$ cat src/rtl/multiplier_seq.sv
// Iterative signed shift-and-add multiplier. Works on operand magnitudes and
// retires one multiplier bit per cycle, stopping early once the multiplier is empty.
module multiplier_seq #(
   parameter int A_WIDTH = 32,
   parameter int B_WIDTH = 32
) (
   input  logic                       clock,
   input  logic                       reset,
   input  logic                       start,
   input  logic [A_WIDTH-1:0]         multiplicand,
   input  logic [B_WIDTH-1:0]         multiplier,
   output logic [A_WIDTH+B_WIDTH-1:0] product,
   output logic                       busy,
   output logic                       done
);

   localparam int P_WIDTH = A_WIDTH + B_WIDTH;

   typedef enum logic [1:0] {
      IDLE    = 2'd0,
      COMPUTE = 2'd1,
      DONE    = 2'd2
   } state_t;

   state_t               state;
   logic [P_WIDTH-1:0]   mcand_r;
   logic [B_WIDTH-1:0]   mplier_r;
   logic [P_WIDTH-1:0]   acc;
   logic                 sign_r;

   logic [A_WIDTH-1:0]   abs_a;
   logic [B_WIDTH-1:0]   abs_b;

   // The most negative operand negates to itself, which read unsigned is 2^(W-1).
   always_comb begin
      abs_a = multiplicand[A_WIDTH-1] ? (~multiplicand + A_WIDTH'(1)) : multiplicand;
      abs_b = multiplier[B_WIDTH-1]   ? (~multiplier   + B_WIDTH'(1)) : multiplier;
   end

   assign busy = (state != IDLE);

   always_ff @(posedge clock) begin
      if (reset) begin
         state    <= IDLE;
         mcand_r  <= '0;
         mplier_r <= '0;
         acc      <= '0;
         sign_r   <= 1'b0;
         product  <= '0;
         done     <= 1'b0;
      end else begin
         case (state)
            IDLE: begin
               done <= 1'b0;
               if (start) begin
                  mcand_r  <= {{B_WIDTH{1'b0}}, abs_a};
                  mplier_r <= abs_b;
                  acc      <= '0;
                  sign_r   <= multiplicand[A_WIDTH-1] ^ multiplier[B_WIDTH-1];
                  state    <= COMPUTE;
               end
            end
            COMPUTE: begin
               if (mplier_r == '0) begin
                  state <= DONE;
               end else begin
                  if (mplier_r[0])
                     acc <= acc + mcand_r;
                  mcand_r  <= mcand_r << 1;
                  mplier_r <= mplier_r >> 1;
               end
            end
            DONE: begin
               // A zero magnitude with sign_r set negates back to zero.
               product <= sign_r ? (~acc + P_WIDTH'(1)) : acc;
               done    <= 1'b1;
               state   <= IDLE;
            end
            default: begin
               done  <= 1'b0;
               state <= IDLE;
            end
         endcase
      end
   end

endmodule

$ cat config.mk
export PLATFORM = sky130hd
export DESIGN_NAME = multiplier_seq
export DESIGN_NICKNAME = d
export VERILOG_FILES = /design/src/rtl/multiplier_seq.sv
export SDC_FILE = /design/constraint.sdc
export NUM_CORES = 1
export LEC_CHECK = 0
export CAP_MARGIN = 20
export CORE_UTILIZATION = 40
export DETAILED_ROUTE_END_ITERATION = 12
export DONT_BUFFER_PORTS = 1
export GPL_ROUTABILITY_DRIVEN = 1
export SLEW_MARGIN = 20
export SYNTH_ARGS = -nofsm -noshare
export SYNTH_HDL_FRONTEND = slang
export SYNTH_SLANG_ARGS = --single-unit
$ cat constraint.sdc
create_clock -name clock -period 3.9 [get_ports clock]
set_input_delay 0.78 -clock clock [delete_from_list [all_inputs] [get_ports clock]]
set_output_delay 0.78 -clock clock [all_outputs]
set_load 0.1 [all_outputs]
**Yosys cells after proc, flatten, opt, wreduce, memory -nomap -nowiden**

Index checks and enable logic that the tools add are counted.

- Reduce and logical (&&, ||, !) cells: 8
- Equal/unequal tests: 6
- Add/subtract/negate cells: 4
- Mux-type cells: 17
- Bitwise gates (word level): 4

Operators by type and width:

| operator | count |
|---|---|
| $mux W64 | 6 |
| $pmux W64 S2 | 2 |
| $mux W32 | 4 |
| $add A32 B1 Y32 const B | 2 |
| $add A64 B1 Y64 const B | 1 |
| $add A64 B64 Y64 | 1 |
| $not A32 Y32 | 2 |
| $not A64 Y64 | 1 |
| $pmux W32 S2 | 1 |
| $logic_not A32 Y1 | 1 |
| $ne A2 B2 Y1 const B | 4 |
| $mux W2 | 2 |
| $pmux W2 S2 | 1 |
| $reduce_and A2 Y1 | 2 |
| $reduce_and A4 Y1 | 1 |
| $reduce_bool A2 Y1 | 2 |
| $reduce_and A3 Y1 | 1 |
| $eq A2 B1 Y1 const B | 1 |
| $eq A2 B2 Y1 const B | 1 |
| $logic_not A2 Y1 | 1 |
| $pmux W1 S2 | 1 |
| $xor A1 B1 Y1 | 1 |

- Bits in registers: 228
- Output and inout bits: 66
- Word-level logic and storage cells: 46
- Input port bits: 67

**Logic depth before layout (Yosys ltp)**

Gate-level depths: netlist of the first run.

- Depth in word-level cells: 5
- Depth in mapped cells: 13
- Gate-level depth less buffers: 13

**Worst setup path after synthesis of the first run**

No wires, ideal clock.

- Path type: register to register
- Start: reg acc[9]
- End: reg product[57]
- Library setup time: 86 ps
- Slack: 451 ps
- Cell stages (with the launch flop): 11
- Clock period less this slack: 3449 ps
- Required time: 3814 ps
- Data arrival time: 3363 ps
- Buffers on the path: 0
- Cell sequence: dfxtp_1 -> or4_1 -> or2_4 -> or4_4 -> or4_4 -> or4_4 -> or2_4 -> nand2b_4 -> o31ai_4 -> xor2_1 -> a211oi_1

- Word-level cells in the longest chain between the ends: 3

Ends and longest elaborated chain:

| what | line | RTL |
|---|---|---|
| start: declaration | 28 | `logic [P_WIDTH-1:0] acc;` |
| start signal: assignment | 68 | `acc <= acc + mcand_r;` |
| $not A64 Y64 | 75 | `product <= sign_r ? (~acc + P_WIDTH'(1)) : acc;` |
| $add A64 B1 Y64 | 75 |  |
| $mux W64 | 75 |  |
| end signal: assignment | 75 |  |
| end: declaration | 12 | `output logic [A_WIDTH+B_WIDTH-1:0] product,` |

Every way passes these cells.
A chain may end at the register's enable or synchronous reset.

**Worst setup path in the final report of the first run**

- Start: reg acc[0]
- End: reg acc[62]

- Word-level cells in the longest chain between the ends: 4

Ends and longest elaborated chain:

| what | line | RTL |
|---|---|---|
| $add A64 B64 Y64 | 68 |  |
| $mux W64 | 67 | `if (mplier_r[0])` |
| $mux W64 | 64 | `if (mplier_r == '0) begin` |
| $pmux W64 S2 | 52 | `case (state)` |

Every way passes these cells. The select of a mux whose other input is x is not followed.

==> results of run 1 <==
==> cell type report <==
class | count | area (um^2)
clock buffers | 37 | 753
clock inverters | 8 | 100
fillers | 3580 | 19900
inverters | 30 | 113
multi-input cells | 1487 | 9360
flip-flops and latches | 228 | 4570
well taps | 461 | 577
repair buffers | 29 | 230
==> flip-flops by register name (all words and copies together) (netlist names) <==
signal    flops
done          1
sign_r        1
mplier_r     32
state         2
acc          64
mcand_r      64
product      64
==> cell usage after synthesis, types with 25 or more instances <==
| master | count |
|---|---|
| nand2_1 | 228 |
| dfxtp_1 | 228 |
| a211oi_1 | 84 |
| o41ai_1 | 25 |
| a21oi_1 | 165 |
| o21ai_0 | 117 |
| a22oi_1 | 28 |
| a22o_1 | 33 |
| nand4_1 | 26 |
| ha_1 | 66 |
| nor2_1 | 196 |
| a21o_1 | 30 |
| xor2_1 | 129 |
| o31ai_1 | 36 |
| nor3_1 | 26 |
| xnor2_1 | 38 |
| o211ai_1 | 40 |
| inv_1 | 30 |
| clkbuf_1 | 122 |
==> per-stage QoR <==
stage	hold WS, ps	instances	worst slack [ps]
3_5_place_dp	454	2235	241
6_report	315	2280	274
3_3_place_gp	448	2235	359
4_1_cts	300	2280	199
5_1_grt	292	2280	53.6
2_1_floorplan	445	1867	451
==> layout by cell type (no fill, tap or decap), drive strengths merged, types with 25 or more instances in the layout <==
master,n
nand2,228
dfxtp,228
nor2,196
a21oi,165
xor2,129
o21ai,118
a211oi,84
ha,66
o211ai,40
xnor2,38
o31ai,37
clkbuf,37
a22o,33
inv,30
a21o,30
buf,29
a22oi,28
nand4,26
nor3,26
o41ai,25
==> kinds of logic after synthesis <==
family                     share of synthesized area [%]
AOI/OAI and AO/OA                                   28.3
and+or+nand+nor                                     19.8
muxes                                              0.347
adders and majority gates                           5.86
buffers and inverters                               3.95
DFF                                                 31.6
xor gates and xnor gates                            10.1
==> path summary, 6_finish.rpt <==
| check | start | slack, ps | end | cells after the start |
|---|---|---|---|---|
| worst min-delay path | reset | 310 | mplier_r[29] | 1 |
| worst max-delay path | acc[0] | 270 | acc[62] | 13 |
| worst max register to register | acc[0] | 270 | acc[62] | 13 |
| worst min register to register | mplier_r[4] | 460 | mplier_r[4] | 2 |
==> power groups by stage <==
stage          Combinational (uW)  Clock (uW)  Sequential, uW
2_1_floorplan                 631           0            2510
3_5_place_dp                  749           0            2560
3_3_place_gp                  742           0            2560
5_1_grt                       841        2590            2530
4_1_cts                       752        2500            2510
6_report                      751        2440            2520
==> worst max-delay path, stage by stage (launching register included) <==
cell and delay, ps:
dfxtp_1 430, ha_1 230, inv_1 60, fa_1 380, nor2b_1 220, o2111ai_1 200, a21boi_0 340, o31ai_1 200
o22ai_1 340, a21oi_1 190, o31ai_1 460, a41oi_1 200, xor2_1 170, o21ai_0 140
==> metal layers <==
metal | routed length, um | global-route usage [%]
met1 | 20200 | 32.5
met2 | 16400 | 31.3
met3 | 3380 | 4.53
met4 | 787 | 4.97
met5 | 0 | 0
==> flow_summary.yaml, run 1 <==
yosys:
  synth_cells: 1867
  yosysSeqAreaShare_pct: 31.6
  ys_seq_elements: 228
  synth.avg_cell_area_um2: 7.73
  ys.flop_type: "dfxtp_1"
  async_flop_share_pct: 0
  synth-edff-count: 0
  synth_top_area_cell: "dfxtp_1"
  ys_top_cells_by_area: "dfxtp_1 (32%), xor2_1 (7.8%), nand2_1 (5.9%)"
  ys_types: 61
  yosys_warnings: 0
  yosysTopAreaCellShare_pct: 31.6
  synth_fp_nets: 2001
  netlist_area_mm2: 0.0144
setup_path:
  cp.arrival_ps: 4090
  cp_max_fo: 6
  cp_data_required_time_ps: 4370
  critPathLaunchType: "register"
  endpoint_kind: "register"
  path_class: "register to register"
drt:
  totalWireLength_mm: 40.8
  final_antenna_net_count: 0
  num_vias: 13176
  vias_per_cell: 5.78
  drc_errors: 0
  first_pass_iters: 7
  routedWlPerCell_um: 17.9
  drt_iter0_markers: 777
pwr:
  p_comb_share_pct: 13.2
  power_density_mw_per_mm2: 364
  ir_drop_mv: 0.412
  p_sw_share_pct: 27.0
  p_int_uw: 4170
  p_leak_uw: 0.00617
  p_switching_uw: 1540
  p_seq_share_pct: 44.1
  total_power_uw: 5710
  clockPowerShare_pct: 42.8
sta:
  slew-limit-headroom_pct: 29.3
  rsz0062_at_grt: "false"
  finalHoldViolations: 0
  drv_slew: 0
  fin_crit_sh_pct: 93.0
  fin_crit_ps: 3630
  fmax_mhz: 276
  setup_violations: 0
  skew_ps: 12.8
  timing.setup.tns_ps: 0
  worst_slew_pin_slew_ps: 1060
clocking:
  htreeDepth: 1
  cts_tree: "built"
  cts-resized-gates: 0
  cts_root_buf: "clkbuf_16"
  postCtsSetupBuffers: 0
  clk_pin_slew_ps: 60
  hold_buffers: 0
  clock_latency_ps: 540
  cts.sinks: 228
  ctsLongestPathBuffers: 3
  cts-buffers-inserted: 26
global_route:
  grt_pass1_wl_mm: 64.6
  grt_pass1_vias: 11968
  antenna_found_initial: 0
  grt_usage_pct: 21.7
  overflow: 0
  grt_max_degree: 168
layout:
  final_cell_area_mm2: 0.0157
  areaGrowthSynthToFinish_pct: 8.70
  num_antenna_cells: 0
  drive_gt1_share_pct: 5.77
  nNetsFinal: 1936
  fin_util_pct: 44.1
placement:
  io_buffers: 0
  gp_congestion: 0.914
  dp.final_hpwl_mm: 30.2
  placed_cell_area_mm2: 0.0148
floorplanning:
  die_y_um: 192
  std_cell_rows: 69
  design.core.area_mm2: 0.0356
  die_area_mm2: 0.0369
  start_util_pct: 40.6
  ios: 133
  die_x_um: 192
min_path:
  min_path_type: "primary input to register"
status:
  status: "complete, no violations"
flow_run:
  drv_cap: 0
Note: power is estimated with default switching activity, not from simulation.
==> run 2, diff against run 1 <==
--- a/config.mk
+++ b/config.mk
@@ -6,7 +6,9 @@
 export NUM_CORES = 1
 export LEC_CHECK = 0
 export CAP_MARGIN = 20
+export CORE_MARGIN = 2
 export CORE_UTILIZATION = 40
+export CTS_CLUSTER_SIZE = 28
 export DETAILED_ROUTE_END_ITERATION = 12
 export DONT_BUFFER_PORTS = 1
 export GPL_ROUTABILITY_DRIVEN = 1
==> run 2 against run 1 <==
Flip-flop and latch count unchanged. Routed wire length shrank 0.55%. Fmax up 0.53%. Register-to-register slack better by 20 ps. Count of clock-buffer cells in the layout shrank 4. Cell area grew 0.48%. Critical path type unchanged. Critical endpoint is now product[57]. Largest cell class unchanged.
==> flow_summary.yaml, run 2 (same netlist as run 1, synthesis figures left out) <==
placement:
  dp.final_hpwl_mm: 30.2
  placed_cell_area_mm2: 0.0148
  gp_congestion: 0.892
  io_buffers: 0
  dp.cells: 2235
clocking:
  htreeDepth: 1
  ctsLongestPathBuffers: 3
  cts-buffers-inserted: 26
  hold_buffers: 0
  cts_tree: "built"
  clk_pin_slew_ps: 60
  cts.sinks: 228
  cts_root_buf: "clkbuf_16"
  clock_latency_ps: 550
floorplanning:
  die_x_um: 194
  die_y_um: 194
  start_util_pct: 40.6
  die_area_mm2: 0.0376
  design.core.area_mm2: 0.0356
  std_cell_rows: 69
  ios: 133
sta:
  fin_crit_sh_pct: 92.5
  fmax_mhz: 277
  timing.setup.tns_ps: 0
  setup_violations: 0
  fin_hold_ws_ps: 299
  worst_slew_pin_slew_ps: 1080
  slew-limit-headroom_pct: 27.8
  drv_slew: 0
  rsz0062_at_grt: "false"
  finalHoldViolations: 0
  skew_ps: 10.8
  fin_crit_ps: 3610
flow_run:
  drv_cap: 0
drt:
  first_pass_iters: 5
  drc_errors: 0
  final_antenna_net_count: 0
  num_vias: 13081
  routedWlPerCell_um: 17.8
  vias_per_cell: 5.73
  totalWireLength_mm: 40.6
  drt_iter0_markers: 914
global_route:
  grt_usage_pct: 21.1
  overflow: 0
  grt_pass1_wl_mm: 65.7
  grt_pass1_vias: 12224
  grt_max_degree: 168
  antenna_found_initial: 0
setup_path:
  regToRegStartpoint: "acc[14]"
  cp-endpoint: "product[57]"
  worst_r2r_path_depth: 10
  reg2reg_slack_ps: 290
  cp_max_fo: 6
  startpoint: "acc[14]"
  cp.arrival_ps: 4070
  critPathLaunchType: "register"
  path_class: "register to register"
  r2r_end: "product[57]"
  cp_data_required_time_ps: 4360
  endpoint_kind: "register"
layout:
  top_regs: "acc: 64 flops, mcand_r: 64 flops, product: 64 flops"
  drive_gt1_share_pct: 6.15
  layout_common_cells: "nand2_1 (228), dfxtp_1 (227), nor2_1 (193)"
  num_antenna_cells: 0
  areaGrowthSynthToFinish_pct: 9.22
  final_cell_area_mm2: 0.0158
  nNetsFinal: 1936
  final_common_cell: "nand2_1"
  final_cells: 2283
pwr:
  p_leak_uw: 0.00621
  power_density_mw_per_mm2: 375
  ir_drop_mv: 0.411
min_path:
  min_path_type: "primary input to register"
status:
  status: "complete, no violations"
run 2: changes by cell type in the layout (fill, tap and decap cells not counted):
cell and change:
clkbuf_1 -4, a21oi_1 +1, inv_6 +1, o31ai_1 -1, o31ai_2 +1, clkinv_2 +4, a21oi_2 -1, bufinv_16 +2
run 2: per-layer routing:
layer	global-route usage, %	up-vias	wire, um	share of wire (%)
met5	0	-	0	0
met4	5.89	0	894	2.2
met3	4.97	56	3110	7.7
met2	30.2	351	16100	40
met1	31.2	5983	20400	50
li1	-	6691	-	-
run 2: repair_timing:
item | CTS | global route
buffers inserted | 0 | 0
endpoints found under the setup margin | 0 | 2
endpoints found under the hold margin | 0 | 0
gates resized for setup | 0 | 2
run 2: report_power, final:
group | internal (uW) | switching [uW]
registers | 2410 | 108
clock network | 1610 | 1050
logic | 295 | 451
run 2: worst min path at each step:
stage,slack (ps),end,cells after the start,from
after detailed placement,450,mplier_r[4],2,mplier_r[4]
after global routing,280,mplier_r[1],1,reset
final,300,mplier_r[30],1,reset
after floorplan,440,mplier_r[10],2,mplier_r[10]
after CTS,290,mplier_r[4],1,reset
after global placement,450,mplier_r[13],2,mplier_r[13]
run 2: layout make-up:
cell class                 instances  area, um^2
fill                            3609       19800
multi-input combinational       1487        9360
sequential                       228        4570
clock buffer                      33         738
tap                              461         577
timing repair buffer              29         230
clock inverter                    15         189
inverter                          30         113
run 2: per-stage QoR:
step / total power (uW) / setup slack, ps / util, %
after floorplan: 3150 / 451 / -
after global placement: 3300 / 357 / 41.7
after detailed placement: 3310 / 295 / 41.7
after CTS: 5960 / 250 / 44.3
after global routing: 6160 / 36.6 / 44.3
final: 5910 / 293 / 44.3
run 2: worst max-delay path: stages (launching register included):
cell	delay, ps
dfxtp_1	360
or3_1	480
or2_2	330
or4_4	560
or4_4	460
or4_4	440
or2_4	260
nand2b_4	160
o31ai_4	180
xor2_1	90
a211oi_1	220
